==> src/rtl/uart_pkg.sv <==
// Shared UART definitions: default datapath width and the tx arbiter state encoding.
package uart_pkg;

  localparam int DATA_WIDTH = 8;

  typedef enum logic [1:0] {
    ARB_IDLE,
    ARB_GRANT,
    ARB_START,
    ARB_WAIT_DONE
  } arb_state_e;

endpackage

==> src/rtl/rr_pick.sv <==
// Combinational round-robin selector: first set req bit searching ptr+1, ptr+2, ... modulo NumReq.
// Zero latency; no flow control of its own.
module rr_pick #(
  parameter int NumReq = 4,
  localparam int IdxWidth = $clog2(NumReq)
) (
  input  logic [NumReq-1:0]   req,
  input  logic [IdxWidth-1:0] ptr,
  output logic [NumReq-1:0]   grant,
  output logic [IdxWidth-1:0] idx,
  output logic                any_valid
);

  int cand;

  always_comb begin
    grant     = '0;
    idx       = '0;
    any_valid = 1'b0;
    cand      = 0;
    for (int i = 1; i <= NumReq; i++) begin
      cand = (int'(ptr) + i) % NumReq;
      if (!any_valid && req[IdxWidth'(cand)]) begin
        any_valid                = 1'b1;
        grant[IdxWidth'(cand)]   = 1'b1;
        idx                      = IdxWidth'(cand);
      end
    end
  end

endmodule

==> src/rtl/uart_tx_arbiter.sv <==
// Message-granular round-robin arbiter sharing one UART transmitter; valid in Idle -> ready next cycle -> tx_start_o one later.
// Backpressure: ready held low while tx_busy_i or a byte is in flight; a grant stalled for TimeoutCycles is force-released.
module uart_tx_arbiter
  import uart_pkg::*;
#(
  parameter int NumReq        = 4,
  parameter int DataWidth     = DATA_WIDTH,
  parameter int TimeoutCycles = 1024,
  localparam int IdxWidth     = $clog2(NumReq)
) (
  input  logic                        clk_i,
  input  logic                        rst_ni,
  input  logic [NumReq-1:0]           req_valid_i,
  input  logic [NumReq*DataWidth-1:0] req_data_i,
  input  logic [NumReq-1:0]           req_last_i,
  output logic [NumReq-1:0]           req_ready_o,
  output logic                        tx_start_o,
  output logic [DataWidth-1:0]        tx_data_o,
  input  logic                        tx_busy_i,
  input  logic                        tx_done_i,
  output logic [NumReq-1:0]           grant_o,
  output logic [IdxWidth-1:0]         grant_idx_o,
  output logic                        timeout_o
);

  localparam int CntWidth = $clog2(TimeoutCycles) + 1;

  arb_state_e           state_q;
  logic [IdxWidth-1:0]  ptr_q;
  logic [CntWidth-1:0]  cnt_q;
  logic                 last_q;
  logic [NumReq-1:0]    pick_grant;
  logic [IdxWidth-1:0]  pick_idx;
  logic                 pick_any;
  logic [DataWidth-1:0] sel_data;
  logic                 sel_last;
  logic                 hs;

  rr_pick #(.NumReq(NumReq)) u_rr_pick (
    .req       (req_valid_i),
    .ptr       (ptr_q),
    .grant     (pick_grant),
    .idx       (pick_idx),
    .any_valid (pick_any)
  );

  // Only the owner's lane is muxed and readied; other requesters simply wait.
  always_comb begin
    req_ready_o = '0;
    sel_data    = '0;
    sel_last    = 1'b0;
    for (int k = 0; k < NumReq; k++) begin
      if (grant_o[k]) begin
        sel_data       = req_data_i[k*DataWidth +: DataWidth];
        sel_last       = req_last_i[k];
        req_ready_o[k] = (state_q == ARB_GRANT) && req_valid_i[k] && !tx_busy_i;
      end
    end
  end

  assign hs = |req_ready_o;

  always_ff @(posedge clk_i or negedge rst_ni) begin
    if (!rst_ni) begin
      state_q     <= ARB_IDLE;
      ptr_q       <= IdxWidth'(NumReq - 1);
      cnt_q       <= '0;
      last_q      <= 1'b0;
      grant_o     <= '0;
      grant_idx_o <= '0;
      tx_start_o  <= 1'b0;
      tx_data_o   <= '0;
      timeout_o   <= 1'b0;
    end else begin
      tx_start_o <= 1'b0;
      timeout_o  <= 1'b0;
      case (state_q)
        ARB_IDLE: begin
          if (pick_any) begin
            grant_o     <= pick_grant;
            grant_idx_o <= pick_idx;
            cnt_q       <= '0;
            state_q     <= ARB_GRANT;
          end
        end
        ARB_GRANT: begin
          if (hs) begin
            tx_data_o  <= sel_data;
            last_q     <= sel_last;
            tx_start_o <= 1'b1;
            cnt_q      <= '0;
            state_q    <= ARB_START;
          end else if (cnt_q == CntWidth'(TimeoutCycles - 1)) begin
            // Owner went quiet mid-message: hand the transmitter to the next requester.
            timeout_o   <= 1'b1;
            ptr_q       <= grant_idx_o;
            grant_o     <= '0;
            grant_idx_o <= '0;
            cnt_q       <= '0;
            state_q     <= ARB_IDLE;
          end else begin
            cnt_q <= cnt_q + 1'b1;
          end
        end
        ARB_START: begin
          state_q <= ARB_WAIT_DONE;
        end
        ARB_WAIT_DONE: begin
          if (tx_done_i) begin
            if (last_q) begin
              ptr_q       <= grant_idx_o;
              grant_o     <= '0;
              grant_idx_o <= '0;
              state_q     <= ARB_IDLE;
            end else begin
              cnt_q   <= '0;
              state_q <= ARB_GRANT;
            end
          end
        end
        default: state_q <= ARB_IDLE;
      endcase
    end
  end

endmodule
==> config.mk <==
export PLATFORM = sky130hd
export DESIGN_NAME = uart_tx_arbiter
export DESIGN_NICKNAME = d
export VERILOG_FILES = /design/src/rtl/uart_pkg.sv /design/src/rtl/rr_pick.sv /design/src/rtl/uart_tx_arbiter.sv
export SDC_FILE = /design/constraint.sdc
export NUM_CORES = 1
export LEC_CHECK = 0
export BUFFER_PORTS_ARGS = -buffer_cell sky130_fd_sc_hd__buf_2
export CAP_MARGIN = 20
export CORE_AREA = 2 2 84 86
export DETAILED_ROUTE_END_ITERATION = 6
export DIE_AREA = 0 0 86 88
export PLACE_DENSITY_LB_ADDON = 0.1
export SYNTH_ARGS = -nofsm -noshare
export SYNTH_HDL_FRONTEND = slang
export SYNTH_SLANG_ARGS = --single-unit
==> constraint.sdc <==
create_clock -name clk_i -period 3.33 [get_ports clk_i]
set_clock_uncertainty 0.1 [all_clocks]
set_input_delay 0.4995 -clock clk_i [delete_from_list [all_inputs] [get_ports clk_i]]
set_output_delay 0.4995 -clock clk_i [all_outputs]
set_load 0.01 [all_outputs]
== Word level (Yosys, flattened, before mapping) ==
Cells that the tools add are included.
W data, S select, Z words.

* Bits in registers: 32
* Input bits: 44
* Output and inout port bits: 20
* Logic and storage cells: 141

* $add $sub $neg: 5
* Order comparisons: 8
* Eq/ne operators: 11
* Multiplexer cells: 77
* Bitwise operators: 3
* Reductions and logical operators: 28

{| class="wikitable"
|+ Operators by type and width
! kind !! count
|-
| $mux W11 || 5
|-
| $mux W4 || 9
|-
| $pmux W11 S3 || 1
|-
| $mux W2 || 16
|-
| $mux W8 || 4
|-
| $mux W1 || 30
|-
| $lt A2 B4 Y1 const B || 4
|-
| $logic_and A1 B1 Y1 || 15
|-
| $or A4 B4 Y4 || 3
|-
| $pmux W4 S3 || 1
|-
| $add A11 B1 Y11 const B || 1
|-
| $eq A11 B10 Y1 const B || 1
|-
| $ne A2 B2 Y1 const B || 5
|-
| $bmux W1 S2 || 4
|-
| $demux W1 S2 || 4
|-
| $ge A2 B1 Y1 const B || 4
|-
| $pmux W2 S4 || 1
|-
| $pmux W2 S3 || 1
|-
| $reduce_and A6 Y1 || 1
|-
| $reduce_and A5 Y1 || 1
|-
| $add A2 B1 Y2 const B || 2
|-
| $add A2 B2 Y2 const B || 2
|-
| $eq A2 B2 Y1 const B || 2
|-
| $logic_not A1 Y1 || 4
|-
| 11 further kinds || 11
|}

== Longest topological paths before layout ==
* Word-level depth: 16
* Depth in mapped cells: 10
* Mapped depth without buffers: 7

== Hierarchy ==
Synthesis repeated with hierarchy kept, for this count alone.

* Cells, all modules: 262
* Area total of the unflattened synthesis: 2,341.0 um2

{| class="wikitable"
|+ By module, submodules not included
! module !! times used !! cells an instance !! area each (um2) !! sequential area each (um2)
|-
| uart_tx_arbiter || 1 || 199 || 1,818.0 || 803.3
|-
| rr_pick || 1 || 63 || 523.0 || 0.0
|}

== Worst setup path after synthesis ==
OpenSTA, ideal clock, no wires.

* Path type: flip-flop to flip-flop
* From: register ptr_q[0] (netlist name)
* To: register ptr_q[0]
* Library setup time: 0.085 ns
* Arrival time: 3.102 ns
* Required time: 3.145 ns
* Setup slack: 0.043 ns
* Stages on the path, launching flop included: 10
* Buffers on the path: 2
* Period minus slack after synthesis: 3.287 ns
* Cells stage by stage: dfstp_2 -> buf_2 -> inv_1 -> ha_1 -> clkbuf_1 -> mux4_2 -> or3_4 -> o2111ai_4 -> or2_1 -> mux2_1

{| class="wikitable"
|+ RTL lines
! what !! line !! source
|-
| end signal, assigned || uart_tx_arbiter.sv:66 || <nowiki>ptr_q <= IdxWidth'(NumReq - 1);</nowiki>
|-
| end signal, assigned || uart_tx_arbiter.sv:96 || <nowiki>ptr_q <= grant_idx_o;</nowiki>
|-
| end signal, assigned || uart_tx_arbiter.sv:111 || <nowiki>ptr_q <= grant_idx_o;</nowiki>
|-
| end, declared || uart_tx_arbiter.sv:29 || <nowiki>logic [IdxWidth-1:0] ptr_q;</nowiki>
|}

==> impl_metrics.env <==
export IMPL_final_nets=373
export IMPL_detail_route_antenna_nets=0
export IMPL_wl_per_cell_um=15.2
export IMPL_grtUsageMet3_pct=3.30
export IMPL_drc=0
export IMPL_die_area_mm2=0.00757
export IMPL_path_buf_inv=1
export IMPL_ys_warn_count=0
export IMPL_cts_resized=0
export IMPL_slew_viol_final=0
export IMPL_synth_ff_type="dfrtp_1"
export IMPL_timing_setup_tns_ns=0
export IMPL_synth_edf_count=0
export IMPL_hold_path_class="in2async"
export IMPL_worst_pin_slew_ns=0.744
export IMPL_via_per_inst=5.47
export IMPL_cts_sinks=32
export IMPL_finalNonFillerCells=402
export IMPL_grt_overflow=0
export IMPL_first_pass_iters=4
export IMPL_fp_coreArea_mm2=0.00664
export IMPL_die_w_um=86
export IMPL_clk_pin_slew_ns=0.07
export IMPL_grt_use_met2_pct=26.9
export IMPL_cts_tree="built"
export IMPL_antenna_cells=0
export IMPL_place_congestion=0.833
export IMPL_cts_root_buf="clkbuf_8"
export IMPL_hold_buffers=0
export IMPL_route_vias_total=2200
export IMPL_grt_pass1_vias=2000
export IMPL_cts_setup_buffers=0
export IMPL_crit_fanout=10
export IMPL_path_cells="inv_1 -> ha_1 -> mux4_2 -> or3_4 -> o2111ai_4 -> or2_1 -> mux2_1"
export IMPL_setup_violations=0
export IMPL_dp_hpwl_mm=4.43
export IMPL_yosysUniqueCellTypes=48
export IMPL_place_port_buffers=63
export IMPL_power_uw=2060
export IMPL_cts_max_level=2
export IMPL_clockBufferDepth=2
export IMPL_start_util_pct=33.8
export IMPL_crit_required_ns=3.44
export IMPL_rsz0062_at_grt="no"
export IMPL_numCtsBuffers=5
export IMPL_arrival_ns=3.16
export IMPL_area_delta_synth_final_pct=22.2
export IMPL_syn_nets=314
export IMPL_grt_met1_usage_pct=22.1
export IMPL_power_density_mw_per_mm2=751
export IMPL_synthArstFlopShare_pct=100
export IMPL_layout_drive_gt1_share_pct=27.6
export IMPL_netlist_area_mm2=0.00225
export IMPL_synth_avg_cell_area_um2=8.57
export IMPL_finalHoldViolCount=0
export IMPL_fmax_mhz=328
export IMPL_synthCells=262
export IMPL_grt_max_degree=33
export IMPL_clk_latency_ns=0.29
export IMPL_io_pins=64
export IMPL_die_h_um=88
export IMPL_grt_pass1_wl_mm=9.90
export IMPL_grtUsageTotal_pct=16.6
export IMPL_cap_violations=0
export IMPL_slew_headroom_pct=50.4
export IMPL_ir_worst_vdd_mv=0.286
export IMPL_cpPeakStageDelay_ns=0.53
export IMPL_status="finished, final reports clean"
export IMPL_startpoint_type="flop"
export IMPL_drt_iter0_drc=102
export IMPL_place_inst=394
export IMPL_ys_seq_elements=32
export IMPL_slowest_stage="dfstp_2"
export IMPL_period_needed_ns=3.05
export IMPL_rows=30
export IMPL_grt_busiest_layer="met2"
export IMPL_cp_end_kind="flop"
export IMPL_grt_antenna_before_repair=0
export IMPL_fin_crit_sh_pct=91.7
export IMPL_totalWireLength_mm=6.11
export IMPL_p_leak_uw=0.00125
export IMPL_path_class="reg2reg"
export IMPL_cp_top_family="multiplexers"
export IMPL_ys_seq_area_share_pct=35.8
==> worst paths after layout <==
path,cells after the start,to,startpoint,slack [ns]
max reg2reg,7,ptr_q[0],ptr_q[1],0.28
max in group asynchronous,1,tx_start_o,rst_ni,2.48
min reg2reg,2,tx_data_o[1],tx_data_o[1],0.38
min in group clk_i,2,tx_data_o[1],tx_data_o[1],0.38
max,7,ptr_q[0],ptr_q[1],0.28
min,1,cnt_q[9],rst_ni,0.17
==> cells by family after synthesis <==
group | Yosys count | share of synthesized area [%]
buf+inv | 26 | 4.57
mux | 11 | 7.30
fa+ha+maj | 8 | 4.46
compound gates | 78 | 23.9
simple gates | 107 | 24.0
flops | 32 | 35.8
==> power breakdown <==
group	leakage [µW]	switching (µW)	internal, µW
sequential	0.000426	112	510
clock	0.0000552	143	222
combinational	0.000773	614	460
total	0.00125	869	1190
==> metal layers <==
metal / vias up / routed length [µm]
li1: 1083 / -
met1: 1038 / 2810
met2: 70 / 2840
met3: 9 / 344
met4: 0 / 108
met5: - / 0
==> registers in the layout (all words and copies together) (netlist names), named ones only <==
register / flops
tx_data_o: 8
tx_start_o: 1
last_q: 1
grant_idx_o: 2
ptr_q: 2
grant_o: 4
timeout_o: 1
state_q: 1
cnt_q: 11
==> stage by stage <==
| stage | util, % | worst slack, ns | instance area [µm²] | hold WS [ns] |
|---|---|---|---|---|
| finish | 41.3 | 0.277 | 2750 | 0.172 |
| global route | 41.3 | 0.0907 | 2750 | 0.223 |
| CTS | 41.3 | 0.288 | 2750 | 0.205 |
| detailed placement | 39.7 | 0.299 | 2640 | 0.371 |
| global placement | 39.7 | 0.336 | 2640 | 0.364 |
| floorplan | - | 0.0429 | 2250 | 0.104 |
==> worst reg2reg max path: cells and delay by family (launching register included) <==
kind | cells | cell delay, ns
AO/OA/AOI/OAI | 1 | 0.32
adder cells (fa/ha/maj) | 1 | 0.50
buffers and inverters | 1 | 0.09
flip-flops | 1 | 0.53
multiplexers | 2 | 0.77
AND/OR/NAND/NOR | 2 | 0.65
==> layout make-up <==
type / instances / area [µm²]
Clock buffer: 6 / 72.6
Multi-Input combinational cell: 204 / 1340
Fill cell: 692 / 3900
Inverter: 9 / 33.8
Timing Repair Buffer: 69 / 360
Sequential cell: 32 / 803
Tap cell: 80 / 100
Clock inverter: 2 / 35.0
==> placed cells by master (no fill, tap or decap), drive strengths merged, types with 2 or more instances in the layout <==
master  count
mux2i       4
and3        3
clkbuf      6
or2         2
o21a        2
nor3       16
o41ai       2
nor2b      13
a22o        5
and2        2
inv         9
dfrtp      30
nand3       7
a221oi     11
mux2        3
nand4       3
a22oi       4
nor2       15
mux4        4
ha          8
buf        69
a311oi      2
or3         5
nand2      34
a21oi      15
o21ai      25
dfstp       2
o31ai       2
a21o        4
==> Yosys cell counts, drive strengths merged, types with 3 or more instances <==
master	number	area, µm²
ha	8	100
mux2	3	33.8
a22o	5	43.8
o21ai	25	125
inv	9	33.8
nand2	34	128
a21oi	15	75.1
a221oi	11	96.3
dfrtp	30	751
nor2b	13	81.3
mux4	4	90.1
or3	5	36.3
clkbuf	13	48.8
nand3	7	35.0
a21o	4	30.0
a22oi	4	30.0
nor2	15	56.3
mux2i	4	40.0
and3	3	18.8
nor3	16	80.1
buf	4	20.0
nand4	3	18.8
Power figures use the tool's default switching activity.
